==> src/rtl/bird_display_pkg.sv <==
// Shared constants and helpers for the animated bird sprite display.
// Default sprite geometry, screen size, colour key and the address-width helper.
package bird_display_pkg;

  localparam int DEF_SCREEN_WIDTH   = 640;
  localparam int DEF_SCREEN_HEIGHT  = 480;
  localparam int DEF_BIRD_LEFT_EDGE = 90;
  localparam int DEF_BIRD_WIDTH     = 35;
  localparam int DEF_BIRD_HEIGHT    = 35;
  localparam int DEF_BITS_PER_COLOR = 12;
  localparam int DEF_NUM_FRAMES     = 4;
  localparam int DEF_FRAME_HOLD     = 6;
  localparam logic [11:0] DEF_TRANSPARENT_COLOR = 12'h0F0;

  // Width needed to index 'depth' entries, never less than one bit.
  function automatic int addr_width(input int depth);
    return (depth > 1) ? $clog2(depth) : 1;
  endfunction

  // Sprite artwork: a fixed arithmetic pattern over the linear ROM address.
  function automatic logic [31:0] sprite_word(input logic [31:0] addr);
    return addr * 32'd7 + 32'h123;
  endfunction

endpackage

==> src/rtl/sprite_rom.sv <==
// Synchronous single-port sprite ROM with a one-cycle registered read.
// Contents come from bird_display_pkg::sprite_word; addresses past DEPTH read as 0.
module sprite_rom
  import bird_display_pkg::*;
#(
  parameter int DEPTH = 4900,
  parameter int AW    = 13,
  parameter int DW    = 12
) (
  input  logic          clk,
  input  logic          reset_n,
  input  logic [AW-1:0] addr_i,
  output logic [DW-1:0] data_o
);

  logic [DW-1:0] data_d, data_q;

  always_comb begin
    data_d = '0;
    if (32'(addr_i) < 32'(DEPTH)) begin
      data_d = DW'(sprite_word(32'(addr_i)));
    end
  end

  always_ff @(posedge clk or negedge reset_n) begin
    if (!reset_n) data_q <= '0;
    else          data_q <= data_d;
  end

  assign data_o = data_q;

endmodule

==> src/rtl/animated_bird_display.sv <==
// Animated bird sprite overlay: two-stage pipeline from (x,y) to inside_bird/colorData.
// Define BIRD_TRANSPARENCY_EN to treat TRANSPARENT_COLOR ROM words as background.
module animated_bird_display
  import bird_display_pkg::*;
#(
  parameter int SCREEN_WIDTH   = DEF_SCREEN_WIDTH,
  parameter int SCREEN_HEIGHT  = DEF_SCREEN_HEIGHT,
  parameter int BIRD_LEFT_EDGE = DEF_BIRD_LEFT_EDGE,
  parameter int BIRD_WIDTH     = DEF_BIRD_WIDTH,
  parameter int BIRD_HEIGHT    = DEF_BIRD_HEIGHT,
  parameter int BITS_PER_COLOR = DEF_BITS_PER_COLOR,
  parameter int NUM_FRAMES     = DEF_NUM_FRAMES,
  parameter int FRAME_HOLD     = DEF_FRAME_HOLD,
  parameter logic [BITS_PER_COLOR-1:0] TRANSPARENT_COLOR = BITS_PER_COLOR'(DEF_TRANSPARENT_COLOR)
) (
  input  logic                                clk,
  input  logic                                reset_n,
  input  logic                                frame_start,
  input  logic                                flap_en,
  input  logic [31:0]                         bird_reg,
  input  logic [9:0]                          x,
  input  logic [8:0]                          y,
  output logic                                inside_bird,
  output logic [BITS_PER_COLOR-1:0]           colorData,
  output logic [addr_width(NUM_FRAMES)-1:0]   frame_idx
);

  localparam int DEPTH = NUM_FRAMES * BIRD_WIDTH * BIRD_HEIGHT;
  localparam int AW    = addr_width(DEPTH);
  localparam int FW    = addr_width(NUM_FRAMES);
  localparam int HW    = addr_width(FRAME_HOLD);

  logic [8:0]    top_d, top_q;
  logic [HW-1:0] hold_d, hold_q;
  logic [FW-1:0] frame_d, frame_q;
  logic [AW-1:0] addr_d, addr_q;
  logic          box_d, box_q;
  logic          box2_q;
  logic [BITS_PER_COLOR-1:0] rom_data;
  logic          opaque;

  logic [10:0] x11, y11, top11;
  logic        in_x, in_y;
  logic [31:0] lin_addr;

  logic unused_bird_reg;
  assign unused_bird_reg = ^bird_reg[31:9];

  // Top edge and animation state only move on frame_start, so a frame never tears.
  always_comb begin
    top_d   = top_q;
    hold_d  = hold_q;
    frame_d = frame_q;
    if (frame_start) begin
      top_d = bird_reg[8:0];
      if (flap_en) begin
        if (hold_q == HW'(FRAME_HOLD - 1)) begin
          hold_d  = '0;
          frame_d = (frame_q == FW'(NUM_FRAMES - 1)) ? '0 : frame_q + FW'(1);
        end else begin
          hold_d = hold_q + HW'(1);
        end
      end
    end
  end

  always_comb begin
    x11      = {1'b0, x};
    y11      = {2'b00, y};
    top11    = {2'b00, top_q};
    in_x     = (x11 >= 11'(BIRD_LEFT_EDGE)) &&
               (x11 <= 11'(BIRD_LEFT_EDGE + BIRD_WIDTH - 1)) &&
               (x11 <  11'(SCREEN_WIDTH));
    in_y     = (y11 >= top11) &&
               (y11 <= top11 + 11'(BIRD_HEIGHT - 1)) &&
               (y11 <  11'(SCREEN_HEIGHT));
    box_d    = in_x && in_y;
    lin_addr = 32'(frame_q) * 32'(BIRD_WIDTH * BIRD_HEIGHT) +
               32'(y11 - top11) * 32'(BIRD_WIDTH) +
               32'(x11 - 11'(BIRD_LEFT_EDGE));
    addr_d   = box_d ? AW'(lin_addr) : '0;
  end

  always_ff @(posedge clk or negedge reset_n) begin
    if (!reset_n) begin
      top_q   <= '0;
      hold_q  <= '0;
      frame_q <= '0;
      addr_q  <= '0;
      box_q   <= 1'b0;
      box2_q  <= 1'b0;
    end else begin
      top_q   <= top_d;
      hold_q  <= hold_d;
      frame_q <= frame_d;
      addr_q  <= addr_d;
      box_q   <= box_d;
      box2_q  <= box_q;
    end
  end

  sprite_rom #(
    .DEPTH (DEPTH),
    .AW    (AW),
    .DW    (BITS_PER_COLOR)
  ) u_rom (
    .clk     (clk),
    .reset_n (reset_n),
    .addr_i  (addr_q),
    .data_o  (rom_data)
  );

`ifdef BIRD_TRANSPARENCY_EN
  assign opaque = (rom_data != TRANSPARENT_COLOR);
`else
  logic unused_key;
  assign unused_key = ^TRANSPARENT_COLOR;
  assign opaque     = 1'b1;
`endif

  always_comb begin
    inside_bird = box2_q && opaque;
    colorData   = inside_bird ? rom_data : '0;
  end

  assign frame_idx = frame_q;

endmodule

==> config.mk <==
export PLATFORM = sky130hd
export DESIGN_NAME = animated_bird_display
export DESIGN_NICKNAME = d
export VERILOG_FILES = /design/src/rtl/bird_display_pkg.sv /design/src/rtl/sprite_rom.sv /design/src/rtl/animated_bird_display.sv
export SDC_FILE = /design/constraint.sdc
export NUM_CORES = 1
export LEC_CHECK = 0
export CORE_ASPECT_RATIO = 1.2
export CORE_MARGIN = 2
export CORE_UTILIZATION = 50
export CTS_CLUSTER_SIZE = 16
export DETAILED_ROUTE_END_ITERATION = 6
export PLACE_DENSITY_LB_ADDON = 0.15
export SETUP_SLACK_MARGIN = 0.3
export SYNTH_ARGS = -nofsm -noshare
export SYNTH_HDL_FRONTEND = slang
export SYNTH_HIERARCHICAL = 1
export SYNTH_SLANG_ARGS = --single-unit
==> constraint.sdc <==
create_clock -name clk -period 8.9 [get_ports clk]
set_input_delay 1.78 -clock clk [delete_from_list [all_inputs] [get_ports clk]]
set_output_delay 1.78 -clock clk [all_outputs]
set_load 0.05 [all_outputs]
Word level (Yosys, flattened, before mapping). Index checks and enable logic that the tools add are counted.

Flip-flop bits (word level): 41. Output and inout bits: 15. Word-level logic and storage cells: 39.

$add $sub $neg: 8. Multiply operators: 3. Magnitude comparators: 7. Equality and inequality tests: 2. Mux-type cells: 5. Reduce and logical (&&, ||, !) cells: 7.

Operators with widths (number): 12-bit two-way mux (2); 13-bit by 11-bit adder with 13-bit output (1); 13-bit adder (1); 13-bit < comparator, second input constant (1); 10-bit by 7-bit multiplier with 13-bit output, second input constant (1); 13-bit by 3-bit multiplier with 12-bit output, second input constant (1); 2-bit by 11-bit multiplier with 13-bit output, second input constant (1); 13-bit two-way mux (1); 12-bit by 9-bit adder with 12-bit output, second input constant (1); 10-bit by 7-bit subtractor with 11-bit output, second input constant (1); 9-bit by 6-bit adder with 10-bit output, second input constant (1); 10-bit by 7-bit greater-or-equal comparator with 1-bit output, second input constant (1); 10-bit by 7-bit <= comparator with 1-bit output, second input constant (1); 9-bit by 10-bit <= comparator with 1-bit output (1); 10-bit < comparator, second input constant (1); 9-bit by 9-bit subtractor with 10-bit output (1); 9-bit greater-or-equal comparator (1); 9-bit < comparator, second input constant (1); 1-bit logical AND (5); 3-bit by 1-bit adder with 3-bit output, second input constant (1); 3-bit == test, second input constant (1); 3-bit two-way mux (1); 3-bit AND reduction (1); 2-bit by 1-bit adder with 2-bit output, second input constant (1); 3 further kinds (3).

Depth between registers and ports, before layout.
Depth in word-level cells: 6. Gate-level depth with buffers: 25. Depth with buffers taken out: 25.

Cells and area by module. The synthesis kept the hierarchy.

Modules (own cells, without submodules): animated_bird_display (instances 1, cells an instance 385, area an instance 3614.7 µm², sequential area each 725.7 µm²); sprite_rom (instances 1, cells an instance 145, area an instance 1385.1 µm², sequential area each 300.3 µm²).

Worst setup path after synthesis. Ideal clock, no wire load.

Path type: input port to flip-flop. Start: in y[0]. End: reg addr_q[12]. Library setup time: 0.073 ns. Arrival time: 6.618 ns. Data required time: 8.827 ns. Slack: 2.209 ns. Stages: 23. Buffers on the path: 0. Cells stage by stage: inv_1 ha_1 inv_1 fa_1 a21o_1 a21oi_1 o21ai_1 a21oi_1 xnor2_1 ha_1 ha_1 fa_1 inv_1 fa_1 fa_1 inv_1 ha_1 a21o_1 a21oi_1 a31oi_1 xnor2_1 xnor3_1 nor2b_1.

Word-level cells in the longest chain between the ends: 5. Elaborated cells on any way between the ends: 11. Those cells by class: add/sub (3); mul (1); order compare (3); mux (1); reduce/logical (3).

Ends and longest elaborated chain: start, declared (RTL line animated_bird_display.sv:22) `input logic [8:0] y,`; 9-bit by 9-bit subtractor with 10-bit output (tied with other cells) (RTL line animated_bird_display.sv:79) `32'(y11 - top11) * 32'(BIRD_WIDTH) +`; 10-bit by 7-bit multiplier with 13-bit output / 1-bit logical AND (equally long branches) (RTL line animated_bird_display.sv:79, animated_bird_display.sv:74); 13-bit adder / 1-bit logical AND (equally long branches) (RTL line animated_bird_display.sv:78, animated_bird_display.sv:75); 13-bit by 11-bit adder with 13-bit output / 1-bit logical AND (equally long branches) (RTL line animated_bird_display.sv:79, animated_bird_display.sv:77); 13-bit two-way mux (*) (RTL line animated_bird_display.sv:81) `addr_d = box_d ? AW'(lin_addr) : '0;`; named net addr_d[12] (RTL line animated_bird_display.sv:36) `logic [AW-1:0] addr_d, addr_q;`; end signal, assigned (RTL line animated_bird_display.sv:96) `addr_q <= addr_d;`; end, declared (RTL line animated_bird_display.sv:36).

The timed path passes the listed nets; every way through them passes the cells marked *. A chain may end at the register's enable or synchronous reset.

Worst setup path in the final report.
Start: in y[1]. End: reg addr_q[12].

The elaborated chain is that of the path after synthesis.

==> run summary <==
Fin. Hold Viols -> 0
Dpl hpwl -> 8320 um
Top post-synthesis cells by area -> ha_1, dfrtp_1, fa_1
Slew Limit Fails -> 0
CTS tree -> built
Synthesized flop and latch total -> 41
Core Rows -> 40
Hold Crit Class -> flip-flop to flip-flop
Die width -> 95.3 um
Multiplexer area fraction after synthesis -> 0.676%
R2R Setup Slk -> 3.01 ns
Setup repair bufs after CTS -> 0
CP max FO -> 4
Hold_buf cts -> 0
Initial Util -> 50.7%
Root Buffer -> clkbuf_16
Reg clk slew, reported paths -> 0.06 ns
Synth Area per Inst -> 9.43 um^2
Post-Synth XOR/XNOR Area -> 8.16%
Largest family of logic cells by synthesized area -> adder cells
CP startpoint kind -> primary input
Final setup viols -> 0
Die area -> 10800 um^2
Synth area leader -> ha_1
Synth Area in Adders -> 38.0%
CP required -> 9.12 ns
Post-DR wirelength/cell -> 13.8 um
# IOs -> 70
Synth top area share -> 24.0%
Max-cap violations -> 0
Total gr overflow -> 0
CORE AREA -> 9860 um^2
Register area share after synthesis -> 20.5%
Headroom to the max-slew limit -> 34.8%
Highest clock rate -> 0.135 GHz
TritonCTS Buffers -> 5
Vias/cell -> 5.17
Slew @ Worst Pin -> 0.979 ns
Syn Inst Count -> 530
Ant. Diodes -> 0
H-Tree Level Count -> 2
IO Port Bufs -> 46
Final min period -> 7.40 ns
Largest net degree at the start of global routing -> 42
Crit share post-route -> 83.1%
Critical path arrival -> 7.62 ns
Post_cts resized -> 0
Unique masters post-synth -> 52
Post-DRT Antenna Nets -> 0
Compound-Gate Fraction of Synth Area -> 13.2%
Fin area -> 5780 um^2
Setup CP Type -> primary input to flip-flop
Share of cells above drive strength 1 -> 4.50%
Skew final -> 0.00377 ns
Critical path capture point type -> flip-flop
GRT Total Usage -> 19.3%
Drt pass-1 iters -> 5
Post-Synth Simple-Gate Area -> 11.7%
Post-layout nets -> 763
Placed cell area -> 5590 um^2
Setup TNS -> 0 ns
CTS Buffer Depth -> 2
Yosys warns -> 6
Mapped cell area -> 5000 um^2
DR vias -> 3643
RSZ-0062 raised after global routing -> no
Routed WL -> 9690 um
First-pass GRT wire length -> 16500 um
Iter 0 DRT Violations -> 89
Status -> finished, final reports clean
Placer congestion estimate -> 0.869
Vias in the first global route -> 3846
Die height -> 114 um
Initial antenna violation count -> 0
Syn Nets -> 716
Clock Sinks -> 41
Clock insertion delay at the later pin of the skew report -> 0.29 ns
Drc violations -> 0
Syn-to-layout area delta -> 15.6%
cell usage after synthesis, drive strengths merged:
master  instances
ha             96
inv            96
dfrtp          41
fa             35
xnor2          32
o21ai          28
nor2           27
a21oi          21
nand2          21
and2           20
xor2           12
o21a            9
a21o            8
nor3            8
a211oi          7
nand3           7
nor2b           7
a31oi           4
clkbuf          4
nand2b          4
nand4           4
o21bai          4
mux2            3
nor3b           3
o22ai           3
or2             3
or3             3
a221oi          2
and3            2
buf             2
o211ai          2
o31ai           2
a211o           1
a21boi          1
a311oi          1
and3b           1
and4b           1
nand4b          1
o211a           1
o31a            1
o41a            1
xnor3           1
metal layers:
| metal | track usage [%] | up-vias | routed length [um] |
|---|---|---|---|
| met2 | 40.4 | 47 | 5700 |
| met3 | 2.18 | 12 | 175 |
| met5 | 0 | - | 0 |
| met4 | 5.31 | 0 | 131 |
| li1 | - | 1837 | - |
| met1 | 19.0 | 1747 | 3690 |
area by class of cell:
| type | instances | area (um^2) |
|---|---|---|
| tap | 126 | 158 |
| fill | 875 | 4080 |
| sequential | 41 | 1030 |
| multi-input combinational | 387 | 3590 |
| inverter | 96 | 360 |
| clock inverter | 3 | 68.8 |
| clock buffer | 5 | 125 |
| timing repair buffer | 46 | 455 |
critical path, stage by stage:
cell and delay, ns:
clkdlybuf4s50_1 0.48, ha_1 0.39, nor2b_4 0.16, o211ai_2 0.17, a21oi_2 0.09, o41a_4 0.38, xor2_1 0.41, fa_1 0.51
ha_1 0.33, fa_1 0.37, inv_1 0.08, fa_1 0.45, fa_1 0.55, inv_1 0.04, ha_1 0.33, a21o_1 0.18
a21oi_1 0.17, a31oi_1 0.14, xnor2_1 0.20, xnor3_1 0.27, nor2b_1 0.11
state kept, by name (all words and copies together), names as in the netlist:
| name | count |
|---|---|
| addr_q | 13 |
| u_rom/data_o | 12 |
| top_q | 9 |
| hold_q | 3 |
| frame_idx | 2 |
| box_q | 1 |
| inside_bird | 1 |
placed cells by master, fill, tap and decap left out, types with 5 or more instances in the layout:
master	n
a211oi_1	6
a21o_1	7
a21oi_1	20
and2_1	20
clkbuf_16	5
clkdlybuf4s50_1	45
dfrtp_1	41
fa_1	35
ha_1	96
inv_1	96
nand2_1	21
nand3_1	7
nor2_1	26
nor2b_1	6
nor3_1	8
o21a_1	9
o21ai_0	24
xnor2_1	32
xor2_1	12
path summary, 6_finish.rpt:
path                                 startpoint  cells after the start                     to
max                                        y[1]                     21   addr_q[12]$_DFF_PN0_
min                             box_q$_DFF_PN0_                      0  inside_bird$_DFF_PN0_
max reg2reg                top_q[1]$_DFFE_PN0P_                     21   addr_q[12]$_DFF_PN0_
min reg2reg                     box_q$_DFF_PN0_                      0  inside_bird$_DFF_PN0_
max in group asynchronous               reset_n                      1   top_q[0]$_DFFE_PN0P_
min in group asynchronous               reset_n                      1   addr_q[10]$_DFF_PN0_
kinds of logic after synthesis:
family	after synthesis
buffers and inverters	102
DFF	41
muxes	3
adders and majority gates	131
xor gates and xnor gates	45
AOI/OAI and AO/OA	96
and+or+nand+nor	112
metrics by stage:
step | setup WS, ns | hold slack, ns | utilization (%) | instances
finish | 1.50 | 0.360 | 58.6 | 704
global route | 1.17 | 0.362 | 58.6 | 704
CTS | 1.42 | 0.361 | 58.6 | 704
detailed placement | 1.12 | 0.346 | 56.6 | 696
global placement | 1.33 | 0.337 | 56.6 | 696
floorplan | 2.21 | 0.331 | - | 530
Power is left out: the tool's default activity adds up to more than one toggle a clock period on the data nets, which glitch-free logic cannot reach.
